[config.mk]
export PLATFORM = sky130hd
export DESIGN_NAME = break_clause_fifo
export DESIGN_NICKNAME = d
export VERILOG_FILES = /design/src/rtl/break_clause_fifo.sv
export SDC_FILE = /design/constraint.sdc
export NUM_CORES = 1
export LEC_CHECK = 0
export CAP_MARGIN = 20
export CORE_UTILIZATION = 60
export CTS_CLUSTER_DIAMETER = 200
export DETAILED_ROUTE_END_ITERATION = 10
export PLACE_DENSITY = 0.79
export SYNTH_ARGS = -nofsm -noshare
export SYNTH_HDL_FRONTEND = slang
export SYNTH_SLANG_ARGS = --single-unit
[constraint.sdc]
create_clock -name clk_i -period 6.7 [get_ports clk_i]
set_clock_uncertainty 0.1 [all_clocks]
set_input_delay 0.67 -clock clk_i [delete_from_list [all_inputs] [get_ports clk_i]]
set_output_delay 0.67 -clock clk_i [all_outputs]
set_load 0.1 [all_outputs]
[src/rtl/break_clause_fifo.sv]
// Collects zero-true-literal (broken) clauses seen during a flip scan window into a FWFT FIFO.
// Candidate -> FIFO visible after 2 edges; pushes into a full FIFO are dropped and flagged sticky overflow.
module break_clause_fifo #(
  parameter int NSAT                  = 3,
  parameter int LITERAL_ADDRESS_WIDTH = 12,
  parameter int FIFO_DEPTH            = 16,
  localparam int CW = NSAT * LITERAL_ADDRESS_WIDTH,
  localparam int TW = $clog2(NSAT + 1),
  localparam int AW = $clog2(FIFO_DEPTH)
) (
  input  logic          clk_i,
  input  logic          rst_ni,
  input  logic          scan_start_i,
  input  logic          scan_end_i,
  input  logic          cand_valid_i,
  input  logic [CW-1:0] cand_clause_i,
  input  logic [TW-1:0] cand_true_cnt_i,
  input  logic          pop_i,
  input  logic          clear_overflow_i,
  output logic          fifo_empty_o,
  output logic [CW-1:0] fifo_clause_o,
  output logic          fifo_last_o,
  output logic [AW:0]   fifo_count_o,
  output logic          overflow_o,
  output logic          busy_o,
  output logic          done_o
);

  typedef enum logic [1:0] {IDLE, COLLECT, FLUSH} state_e;

  localparam logic [AW:0] DEPTH_C = (AW+1)'(FIFO_DEPTH);

  state_e        state_q, state_d;
  logic          filt_vld_q, filt_vld_d;
  logic [CW-1:0] filt_clause_q, filt_clause_d;
  logic [AW-1:0] wr_ptr_q, wr_ptr_d;
  logic [AW-1:0] rd_ptr_q, rd_ptr_d;
  logic [AW:0]   count_q, count_d;
  logic          overflow_q, overflow_d;
  logic [CW-1:0] mem_q [FIFO_DEPTH];

  logic fifo_full;
  logic fifo_empty;
  logic pop_eff;
  logic push_eff;
  logic push_drop;

  always_comb begin
    state_d = state_q;
    case (state_q)
      IDLE:    if (scan_start_i) state_d = COLLECT;
      COLLECT: if (scan_end_i)   state_d = FLUSH;
      FLUSH:                     state_d = IDLE;
      default:                   state_d = IDLE;
    endcase
  end

  // Only clauses left with no true literal are broken and worth queuing.
  always_comb begin
    filt_vld_d    = (state_q == COLLECT) && cand_valid_i && (cand_true_cnt_i == '0);
    filt_clause_d = filt_vld_d ? cand_clause_i : filt_clause_q;
  end

  always_comb begin
    fifo_full  = (count_q == DEPTH_C);
    fifo_empty = (count_q == '0);
    pop_eff    = pop_i && !fifo_empty;
    // A pop in the same cycle frees the slot, so a full FIFO still takes the push.
    push_eff   = filt_vld_q && (!fifo_full || pop_eff);
    push_drop  = filt_vld_q && fifo_full && !pop_eff;

    wr_ptr_d = push_eff ? wr_ptr_q + 1'b1 : wr_ptr_q;
    rd_ptr_d = pop_eff  ? rd_ptr_q + 1'b1 : rd_ptr_q;

    count_d = count_q;
    case ({push_eff, pop_eff})
      2'b10:   count_d = count_q + 1'b1;
      2'b01:   count_d = count_q - 1'b1;
      default: count_d = count_q;
    endcase

    overflow_d = overflow_q;
    if (push_drop) begin
      overflow_d = 1'b1;
    end else if (clear_overflow_i) begin
      overflow_d = 1'b0;
    end
  end

  always_ff @(posedge clk_i) begin
    if (!rst_ni) begin
      state_q    <= IDLE;
      filt_vld_q <= 1'b0;
      wr_ptr_q   <= '0;
      rd_ptr_q   <= '0;
      count_q    <= '0;
      overflow_q <= 1'b0;
    end else begin
      state_q    <= state_d;
      filt_vld_q <= filt_vld_d;
      wr_ptr_q   <= wr_ptr_d;
      rd_ptr_q   <= rd_ptr_d;
      count_q    <= count_d;
      overflow_q <= overflow_d;
    end
  end

  always_ff @(posedge clk_i) begin
    filt_clause_q <= filt_clause_d;
    if (push_eff) begin
      mem_q[wr_ptr_q] <= filt_clause_q;
    end
  end

  always_comb begin
    fifo_empty_o  = fifo_empty;
    fifo_last_o   = (count_q == (AW+1)'(1));
    fifo_count_o  = count_q;
    fifo_clause_o = fifo_empty ? '0 : mem_q[rd_ptr_q];
    overflow_o    = overflow_q;
    busy_o        = (state_q != IDLE) || filt_vld_q;
    done_o        = (state_q == FLUSH);
  end

endmodule

== Yosys cells after proc, flatten, opt, wreduce, memory -nomap -nowiden ==
Memories as Yosys holds them, arrays and structs flattened. A register that Yosys moved wholly into a read port is not among the register bits.
Index checks and enable logic that the tools add are counted.

* Logic and storage cells: 49
* Flip-flop bits (word level): 53
* Memories: 1
* Output and inout bits: 46
* Bits of input ports: 45
* RAM bits: 576

{| class="wikitable"
|+ Memories
! name !! words !! bits a word !! read ports !! clocked after Yosys merged registers in !! write ports !! RTL line !! text
|-
| mem_q || 16 || 36 || 1 || 1 || 1 || 40 || <nowiki>logic [CW-1:0] mem_q [FIFO_DEPTH];</nowiki>
|}

* Add/sub/neg operators: 4
* Eq/ne operators: 8
* Muxes and demuxes: 11
* Reductions and logical operators: 18

{| class="wikitable"
|+ Operators with widths
! cell !! number
|-
| $mux W36 || 1
|-
| $pmux W5 S2 || 1
|-
| $add A4 B1 Y4 const B || 2
|-
| $mux W4 || 2
|-
| $logic_and A1 B1 Y1 || 6
|-
| $reduce_bool A2 Y1 || 3
|-
| $add A5 B1 Y5 const B || 1
|-
| $eq A5 B1 Y1 const B || 1
|-
| $eq A5 B5 Y1 const B || 1
|-
| $logic_not A5 Y1 || 1
|-
| $sub A5 B1 Y5 const B || 1
|-
| $eq A2 B1 Y1 const B || 2
|-
| $eq A2 B2 Y1 const B || 2
|-
| $logic_not A2 Y1 || 2
|-
| $mux W1 || 4
|-
| $mux W2 || 2
|-
| $ne A2 B2 Y1 const B || 2
|-
| $pmux W2 S2 || 1
|-
| $logic_not A1 Y1 || 3
|-
| $logic_or A1 B1 Y1 || 2
|-
| $reduce_and A2 Y1 || 1
|}

== Depth between registers and ports, before layout ==
Gate-level depths: netlist of run 1.

* Depth after elaboration: 7
* Mapped depth: 8
* Mapped depth without buffers: 6

== Worst setup path after synthesis of run 1 ==
No wires, ideal clock.

* Path type: register to output
* Start: register count_q[0], in the netlist fifo_count_o[0]
* End: output port fifo_last_o
* Path buffers: 0
* Setup slack: 1.551 ns
* Cell stages (with the launch flop): 3
* Data arrival time: 4.379 ns
* Required time: 5.930 ns
* Path through: dfxtp_1 > ha_1 > nor4b_1

* Cells in the longest elaborated chain, start to end: 1

{| class="wikitable"
|+ RTL lines
! element !! RTL line !! text
|-
| from (decl) || 38 || <nowiki>logic [AW:0] count_q, count_d;</nowiki>
|-
| from (signal assigned) || 103 || <nowiki>count_q <= count_d;</nowiki>
|-
| $eq A5 B1 Y1 || 117 || <nowiki>fifo_last_o = (count_q == (AW+1)'(1));</nowiki>
|-
| to (decl) || 22 || <nowiki>output logic fifo_last_o,</nowiki>
|}

No other way between the ends.

==> metrics.md, run 1 <==
| Metric | Value |
|---|---|
| Status | finished clean |
| RSZ-0062 raised after global routing | no |
| Worst EP required | 5.93 ns |
| Flops & latches, synth | 633 |
| Most frequent cells in the layout | edfxtp_1 (612), mux4_2 (144), clkdlybuf4s50_1 (90) |
| Die Y | 202.1 microns |
| Slowest stage delay, CP | 1.15 ns |
| Top_reg_cell synth | edfxtp_1 |
| Routed length per instance | 28.35 microns |
| IO buf count | 90 |
| Worst R2R Path Depth | 7 |
| Residual DRC | 0 |
| Hold Buf Count CTS | 0 |
| Tot GR Track Use | 0.2506 |
| WL final | 49240 microns |
| Commonest non-fill, non-tap cell in the layout | edfxtp_1 |
| Crit Path Class | flop to primary output |
| Largest net degree at the start of global routing | 75 |
| Post-synth EDFFs | 612 |
| Reg clk slew, reported paths | 0.06 ns |
| Async SR Flop Fraction | 0 |
| Fmax | 0.1926 GHz |
| Sequential element share of the synthesized area | 0.7829 |
| Detail Route Antenna Nets | 0 |
| DR vias/cell | 6.465 |
| Switching power share of the total | 0.3132 |
| Slew HR | 0.2612 |
| Final Hold Viols | 0 |
| Synth Cell Area | 0.02401 sq mm |
| Flop pwr share | 0.428 |
| Cells after Synth | 1048 |
| Period minus WS final | 5.191 ns |
| Arrival time worst endpoint | 4.42 ns |
| Clock Power Share | 0.320 |
| Net count, final | 1230 |
| Starting Density | 0.6142 |
| YS warnings | 0 |
| Final Util | 0.7058 |
| Leak | 0.008450 uW |
| Clock insertion delay at the later pin of the skew report | 0.61 ns |
| Die area | 0.04082 sq mm |
| Clock Sinks | 633 |
| IO Pins | 91 |
| Root buf cell | clkbuf_16 |
| Final worst path period share | 0.7748 |
| Worst-case clock buffer depth | 3 |
| Post-synthesis average cell area | 22.91 sq um |
| Top delay family on crit path | buffers and inverters |
| Total core area | 0.03910 sq mm |
| Initial DRC count | 1058 |
| Least-Margin Pin Slew | 1.108 ns |
| Final setup fails | 0 |
| CP max-delay cell | clkdlybuf4s50_1 |
| Internal power | 7085 uW |
| 1st-pass router iterations | 5 |
| Pwr per Cell Area | 373.8 mW/mm^2 |
| Crit. path cell count | 5 |
| Ant. Diodes | 0 |
| Setup crit end kind | primary output |
| FP Rows | 72 |
| CTS tree | done |
| Final Max Tran Viols | 0 |
| First-pass GRT wire length | 73750 microns |
| Peak VDD IR | 0.3249 mV |
| Max cap viols | 0 |
| Buffers and inverters on the worst path | 2 |
| Syn nets | 1102 |
| Comb pwr share | 0.252 |
| PostCTS Resize Cnt | 0 |
| Library cells used by synthesis | 43 |
| DR vias | 11230 |
| Share of post-route cells with drive strength above 1 | 0.2584 |
| DPL Wire Length | 25670 microns |
| Worst path cell trace | nand3_2, buf_4, nor2b_1, a221o_1, clkdlybuf4s50_1 |
| Initial antenna violation count | 1 |
| TritonCTS buffer count | 59 |
| Worst min path class | flop to flop |
| # H-tree levels | 2 |
| Min-Delay Path Depth | 2 |
| Vias in the first global route | 11960 |
| Setup_tns | 0 ns |
| Post-CTS Repair Setup Buffers | 0 |
| Startpoint Class | flop |
| Crit-path max FO | 74 |
| RePlAce Congestion | 0.7149 |
| Area delta synth->final | 14.93% |
| Die Wd | 202.1 microns |
| P_sw | 3230 uW |
| Global route total overflow | 0 |
[power by group through the flow]
| stage | registers (uW) | logic (uW) | clock network [uW] |
|---|---|---|---|
| global route | 4420 | 2700 | 3480 |
| detailed placement | 4500 | 2600 | 0 |
| finish | 4410 | 2600 | 3310 |
| global placement | 4490 | 2590 | 0 |
| floorplan | 4490 | 2030 | 0 |
| CTS | 4410 | 2620 | 3340 |
[area by class of cell]
cell class,count,area [sq um]
clock inverters,31,347.8
fillers,2214,11500
clock buffers,73,1550
flip-flops and latches,633,18810
inverters,7,26.28
well taps,518,648.1
multi-input cells,356,5071
repair buffers,119,1144
[routing by layer]
metal  part of all wire  track usage
met1               0.39       0.3297
met2               0.52       0.4216
met3              0.060      0.03837
met4              0.036       0.1082
met5            0.00035            0
[final timing paths]
kind / end / startpoint / slack (ns)
worst max register to register: mem_q[12][6]$_DFFE_PP_ / fifo_count_o[0]$_SDFFE_PN0P_ / 3.49
worst max-delay path: fifo_clause_o[12] / flop / 1.51
worst min-delay path: overflow_o$_SDFFE_PN0P_ / overflow_o$_SDFFE_PN0P_ / 0.39
worst min register to register: overflow_o$_SDFFE_PN0P_ / overflow_o$_SDFFE_PN0P_ / 0.39
[synth_stat cells, types with 3 or more instances]
library cell | count | area (sq um)
edfxtp_1 | 612 | 18380
mux4_2 | 144 | 3243
nor2b_1 | 39 | 244.0
a221o_1 | 36 | 360.4
mux2_2 | 36 | 405.4
buf_2 | 24 | 120.1
dfxtp_1 | 21 | 420.4
nand2_1 | 15 | 56.30
nor2_1 | 15 | 56.30
buf_1 | 13 | 48.80
clkbuf_1 | 11 | 41.29
ha_1 | 9 | 112.6
nand2b_1 | 8 | 50.05
and2_1 | 7 | 43.79
inv_1 | 6 | 22.52
mux2i_1 | 6 | 60.06
xnor2_1 | 5 | 43.79
nand3_1 | 4 | 20.02
nor3_1 | 4 | 20.02
nand4_1 | 3 | 18.77
[state kept, by name (all words and copies together) (netlist names), named ones only]
| register | flops |
|---|---|
| fifo_count_o | 5 |
| rd_ptr_q | 4 |
| mem_q | 576 |
| filt_clause_q | 36 |
| state_q | 2 |
| filt_vld_q | 1 |
| overflow_o | 1 |
| wr_ptr_q | 4 |
[kinds of logic after synthesis]
family	count (synthesis)	synth area share
buffers and inverters	59	0.01141
AO/OA/AOI/OAI	47	0.01860
adder cells (fa/ha/maj)	9	0.004690
flip-flops	633	0.7829
multiplexers	186	0.1544
XOR/XNOR	5	0.001824
AND/OR/NAND/NOR	109	0.02616
[through the flow]
step,area (sq um),hold WS (ns),total power [uW],worst slack [ns],cells
2_1_floorplan,24010,0.3435,6525,1.551,1048
3_3_place_gp,25680,0.3761,7082,2.176,1632
5_1_grt,27600,0.4176,10600,1.367,1737
6_report,27600,0.3924,10320,1.509,1737
4_1_cts,27600,0.4018,10380,1.447,1737
3_5_place_dp,25700,0.3933,7097,2.139,1633
[worst register-to-register path, stage by stage, from the launching register on]
cell and delay [ns]:
dfxtp_1 0.45, inv_1 0.10, ha_1 0.23, or3b_2 0.23, o21a_1 0.27, nand2_1 0.29
nor2_4 0.70, buf_4 0.48
(Power assumes the default switching activity.)
==> inputs of run 2 (changes only) <==
Clock period 6.7 ns to 5.18 ns, I/O delays scaled along.
==> metrics.md, run 2 (synthesized netlist as in run 1, its figures left out) <==
| Metric | Value |
|---|---|
| Die area | 0.04082 sq mm (unchanged) |
| 1st-pass router iterations | 5 (unchanged) |
| Flop pwr share | 0.436 (+0.008) |
| Most frequent cells in the layout | edfxtp_1 (612), mux4_2 (144), buf_4 (59) |
| Die Y | 202.1 microns (unchanged) |
| Most flops, register | mem_q |
| Initial antenna violation count | 0 (-1) |
| Period minus WS final | 4.080 ns |
| Initial DRC count | 1098 (+3.8%) |
| Crit Path Class | flop to primary output |
| Min-Delay Path Depth | 1 (-1) |
| CTS tree | done |
| Crit-path max FO | 22 (-70%) |
| Final Max Tran Viols | 0 (unchanged) |
| Internal power | 8869 uW (+25%) |
| Final setup fails | 0 (unchanged) |
| # H-tree levels | 2 (unchanged) |
| Die Wd | 202.1 microns (unchanged) |
| Peak VDD IR | 0.4139 mV (+27%) |
| Worst-case clock buffer depth | 3 (unchanged) |
| R2R Setup Slk | 1.91 ns (-1.58 ns) |
| Tot GR Track Use | 0.2575 (+0.006901) |
| Hold wc startpoint | cand_clause_i[8] |
| RSZ-0062 raised after global routing | no |
| Layout Cells excl Fill | 1736 (-0.058%) |
| Slew HR | 0.2654 (+0.004202) |
| Clock insertion delay at the later pin of the skew report | 0.61 ns (about the same) |
| Global route total overflow | 0 (unchanged) |
| Commonest non-fill, non-tap cell in the layout | edfxtp_1 |
| Power Total | 13070 uW (+27%) |
| DR vias | 11210 (-0.22%) |
| Final Util | 0.7020 (-0.003840) |
| Status | finished clean |
| FF-to-FF Start | fifo_count_o[0]$_SDFFE_PN0P_ |
| IO Pins | 91 (unchanged) |
| DR vias/cell | 6.454 (-0.17%) |
| Inst Count DP | 1634 (+0.061%) |
| Arrival time worst endpoint | 3.46 ns (-0.96 ns) |
| Detail Route Antenna Nets | 0 (unchanged) |
| TritonCTS buffer count | 57 (-3.4%) |
| Largest net degree at the start of global routing | 63 (-16%) |
| P_sw | 4197 uW (+30%) |
| Worst hold endpoint | filt_clause_q[8]$_DFFE_PP_ |
| Fmax | 0.2451 GHz |
| DPL Wire Length | 27910 microns (+8.7%) |
| Comb pwr share | 0.257 (+0.005) |
| RePlAce Congestion | 0.7625 (+6.7%) |
| Startpoint Class | flop |
| First-pass GRT wire length | 75990 microns (+3.0%) |
| Setup crit end kind | primary output |
| Area delta synth->final | 14.30% |
| Share of post-route cells with drive strength above 1 | 0.2882 (+0.02977) |
| Pwr per Cell Area | 476.0 mW/mm^2 (+27%) |
| Net count, final | 1229 (-0.081%) |
| Ant. Diodes | 0 (unchanged) |
| Hold Buf Count CTS | 0 (unchanged) |
| Leak | 0.008473 uW (+0.27%) |
| Worst R2R Path Depth | 7 (unchanged) |
| Final worst path period share | 0.7877 |
| Root buf cell | clkbuf_16 |
| Worst EP required | 4.56 ns (-1.37 ns) |
| Largest register FFs | 576 (unchanged) |
| DP Worst Slack | 1.597 ns (-0.5417 ns) |
| R2r endpoint | mem_q[10][11]$_DFFE_PP_ |
| Total core area | 0.03910 sq mm (unchanged) |
| Clock Power Share | 0.307 (-0.013) |
| Worst min path class | primary input to flop |
| Reg clk slew, reported paths | 0.06 ns (about the same) |
| Setup_tns | 0 ns (unchanged) |
| Clock Sinks | 633 (unchanged) |
| Setup WS post-layout | 1.100 ns (-0.4093 ns) |
| Switching power share of the total | 0.3212 (+0.008043) |
| Routed length per instance | 29.05 microns (+2.5%) |
| Final Hold Viols | 0 (unchanged) |
| PostCTS Resize Cnt | 0 (unchanged) |
| Post-CTS Repair Setup Buffers | 0 (unchanged) |
| WL final | 50430 microns (+2.4%) |
| Starting Density | 0.6142 (unchanged) |
| FP Rows | 72 (unchanged) |
| IO buf count | 90 (unchanged) |
| Residual DRC | 0 (unchanged) |
| Max cap viols | 0 (unchanged) |
| Least-Margin Pin Slew | 1.099 ns (-0.008911 ns) |
| Vias in the first global route | 11840 (-1.0%) |
==> run 2: cell count changes in the layout (fill, tap and decap cells not counted), sizes merged <==
cell	previous run	this run
clkdlybuf4s50	90	54
clkbuf	73	75
buf	29	66
clkinvlp	2	1
bufinv	7	4
==> run 2: worst max-delay path by stage <==
stage / startpoint / to / slack (ns) / cells past startpoint
finish: fifo_count_o[0]$_SDFFE_PN0P_ / fifo_clause_o[28] / 1.10 / 8
global route: fifo_count_o[0]$_SDFFE_PN0P_ / fifo_clause_o[28] / 0.94 / 8
CTS: fifo_count_o[0]$_SDFFE_PN0P_ / fifo_clause_o[28] / 1.10 / 8
detailed placement: pop_i / mem_q[10][14]$_DFFE_PP_ / 1.60 / 6
global placement: fifo_count_o[0]$_SDFFE_PN0P_ / fifo_clause_o[24] / 1.64 / 7
floorplan: fifo_count_o[1]$_SDFFE_PN0P_ / mem_q[0][0]$_DFFE_PP_ / 0.11 / 6
==> run 2: layout make-up <==
| type | instances | area (sq um) |
|---|---|---|
| clock inverter | 27 | 259.0 |
| clock buffer | 75 | 1494 |
| multi-input combinational | 356 | 5071 |
| inverter | 7 | 26.28 |
| timing repair buffer | 120 | 1139 |
| fill | 2249 | 11650 |
| sequential | 633 | 18810 |
| tap | 518 | 648.1 |
==> run 2: worst max-delay path, cell delays in order, from the launching register on <==
cell and delay (ns):
dfxtp_1 0.46, inv_1 0.10, ha_1 0.24, or4b_4 0.27, nand2_1 0.10, nor2_4 0.74, buf_4 0.39, a221o_1 0.25
buf_4 0.31
==> run 2: layer usage <==
metal | GRT usage | routed length (microns) | up-vias
met5 | 0 | 0 | -
met3 | 0.04418 | 3505 | 71
met4 | 0.07413 | 1163 | 0
met1 | 0.3526 | 19570 | 5949
met2 | 0.4320 | 26190 | 516
li1 | - | - | 4669
==> run 2: power groups by stage <==
stage	combinational, uW	sequential [uW]	clock, uW
floorplan	2630	5810	0
global placement	3360	5800	0
detailed placement	3370	5800	0
CTS	3380	5690	4080
global route	3470	5700	4280
finish	3360	5690	4020
==> run 2: stage by stage <==
| stage | hold WS, ns | area (sq um) |
|---|---|---|
| 6_report | 0.3622 | 27450 |
| 5_1_grt | 0.3396 | 27450 |
| 4_1_cts | 0.3281 | 27450 |
| 3_5_place_dp | 0.3979 | 25690 |
| 3_3_place_gp | 0.3729 | 25600 |
| 2_1_floorplan | 0.3435 | 24010 |
==> inputs of run 3 (changes only) <==
Clock period 5.18 ns to 4.1 ns, I/O delays scaled along.
==> metrics.md, run 3 (synthesized netlist as in run 1, its figures left out) <==
| Metric | Value |
|---|---|
| Status | finished clean |
| Tot GR Track Use | 0.2579 (+0.0004499) |
| Final worst path period share | 0.9150 |
| Largest net degree at the start of global routing | 38 (-40%) |
| M2 GR Usage | 0.4383 (+0.006259) |
| TritonCTS buffer count | 59 (+3.5%) |
| IO Pins | 91 (unchanged) |
| # H-tree levels | 2 (unchanged) |
| Clock Sinks | 633 (unchanged) |
| R2r endpoint | mem_q[12][28]$_DFFE_PP_ |
| Leak | 0.008693 uW (+2.6%) |
| Routed length per instance | 28.99 microns (-0.21%) |
| Routing usage on met1 | 0.3313 (-0.02138) |
| Initial DRC count | 938 (-15%) |
| Setup crit end kind | primary output |
| Die Y | 202.1 microns (unchanged) |
| Ant. Diodes | 0 (unchanged) |
| Detail Route Antenna Nets | 0 (unchanged) |
| Final Hold Viols | 0 (unchanged) |
| Vias in the first global route | 12020 (+1.5%) |
| Final Max Tran Viols | 0 (unchanged) |
| FF-to-FF Start | fifo_count_o[0]$_SDFFE_PN0P_ |
| RSZ-0062 raised after global routing | no |
| Crit Path Class | flop to primary output |
| Pwr per Cell Area | 613.3 mW/mm^2 (+29%) |
| Clock insertion delay at the later pin of the skew report | 0.63 ns (+0.02 ns) |
| M3 GR Usage | 0.04902 (+0.004837) |
| Startpoint Class | flop |
| First-pass GRT wire length | 75560 microns (-0.57%) |
| Worst R2R Path Depth | 7 (unchanged) |
| Largest register FFs | 576 (unchanged) |
| Worst-case clock buffer depth | 3 (unchanged) |
| Net count, final | 1244 (+1.2%) |
| Crit-path max FO | 19 (-14%) |
| Fill count | 2190 (-2.6%) |
| R2R Setup Slk | 1.10 ns (-0.81 ns) |
| Starting Density | 0.6142 (unchanged) |
| Root buf cell | clkbuf_16 |
| Fmax | 0.2666 GHz |
| Most flops, register | mem_q |
| DR vias/cell | 6.445 (-0.15%) |
| WL final | 50810 microns (+0.77%) |
| IO buf count | 90 (unchanged) |
| Total core area | 0.03910 sq mm (unchanged) |
| Final Util | 0.7198 (+0.01776) |
| FP Rows | 72 (unchanged) |
| Reg clk slew, reported paths | 0.06 ns (about the same) |
| Area delta synth->final | 17.20% |
| Initial antenna violation count | 0 (unchanged) |
| Worst EP required | 3.59 ns (-0.97 ns) |
| Max cap viols | 0 (unchanged) |
| Most frequent cells in the layout | edfxtp_1 (612), mux4_2 (144), clkbuf_16 (60) |
| Global route total overflow | 0 (unchanged) |
| Min-Delay Path Depth | 1 (unchanged) |
| Inst Count DP | 1647 (+0.80%) |
| 1st-pass router iterations | 7 (+2) |
| Worst hold endpoint | filt_clause_q[14]$_DFFE_PP_ |
| Hold Buf Count CTS | 0 (unchanged) |
| Worst min path class | primary input to flop |
| Arrival time worst endpoint | 3.24 ns (-0.22 ns) |
| Commonest non-fill, non-tap cell in the layout | edfxtp_1 |
| Residual DRC | 0 (unchanged) |
| RePlAce Congestion | 0.7569 (-0.73%) |
| Die Wd | 202.1 microns (unchanged) |
| Peak VDD IR | 0.7995 mV (+93%) |
| Least-Margin Pin Slew | 0.9883 ns (-0.1110 ns) |
| DR vias | 11300 (+0.83%) |
| Period minus WS final | 3.752 ns |
| CTS tree | done |
| Slew HR | 0.3382 (+0.07284) |
| Layout Cells excl Fill | 1753 (+0.98%) |
| DPL Wire Length | 27370 microns (-1.9%) |
| Die area | 0.04082 sq mm (unchanged) |
| Post-CTS Repair Setup Buffers | 0 (unchanged) |
| Final setup fails | 0 (unchanged) |
| Share of post-route cells with drive strength above 1 | 0.2972 (+0.008989) |
| PostCTS Resize Cnt | 0 (unchanged) |
| Grt peak-use layer | met2 |
| Hold wc startpoint | cand_clause_i[14] |
## run 3: cell count changes in the layout (fill, tap and decap cells not counted), sizes merged
cell	previous run	this run
clkdlybuf4s50	54	53
buf	66	80
clkinv	20	30
inv	9	8
bufinv	4	3
clkbuf	75	71
## run 3: final cells by class
class | count | area [sq um] | area share
sequential | 633 | 18810 | 0.6684
multi-input combinational | 356 | 5111 | 0.1816
timing repair buffer | 133 | 1757 | 0.06242
clock buffer | 71 | 1543 | 0.05482
tap | 518 | 648.1 | 0.02303
clock inverter | 35 | 246.5 | 0.008759
inverter | 7 | 26.28 | 0.0009337
## run 3: metal layers
| metal | share of wire | vias to the layer above |
|---|---|---|
| met1 | 0.37 | 5958 |
| met4 | 0.035 | 0 |
| met5 | 0 | - |
| met3 | 0.071 | 126 |
| met2 | 0.52 | 511 |
| li1 | - | 4703 |
## run 3: critical path: stages (launching register included)
cell	delay, ns
dfxtp_1	0.45
inv_1	0.11
ha_1	0.23
or4b_4	0.27
nand3_2	0.50
buf_12	0.39
nor2b_1	0.19
a221o_1	0.28
buf_12	0.21
## run 3: how the worst max path moves through the flow
stage | from | endpoint
2_1_floorplan | fifo_count_o[1]$_SDFFE_PN0P_ | mem_q[4][0]$_DFFE_PP_
3_3_place_gp | pop_i | mem_q[12][25]$_DFFE_PP_
3_5_place_dp | pop_i | mem_q[12][28]$_DFFE_PP_
4_1_cts | fifo_count_o[0]$_SDFFE_PN0P_ | fifo_clause_o[33]
5_1_grt | fifo_count_o[0]$_SDFFE_PN0P_ | fifo_clause_o[33]
6_report | fifo_count_o[0]$_SDFFE_PN0P_ | fifo_clause_o[33]
## run 3: stage by stage
stage	setup TNS (ns)	setup WS (ns)	hold WS, ns	total power (uW)	area (sq um)
final	0	0.3484	0.2419	17260	28140
after global routing	0	0.1153	0.2354	17720	28140
after CTS	0	0.3050	0.2197	17360	28140
after detailed placement	0	0.9073	0.4019	12290	26350
after global placement	0	0.9815	0.3758	12260	26350
after floorplan	-0.3101	-0.003065	0.3626	10670	24040
## run 3: power by group
group | switching, uW | total [uW] | internal [uW]
combinational | 2990 | 4950 | 1950
sequential | 155 | 7200 | 7050
clock | 2260 | 5110 | 2850
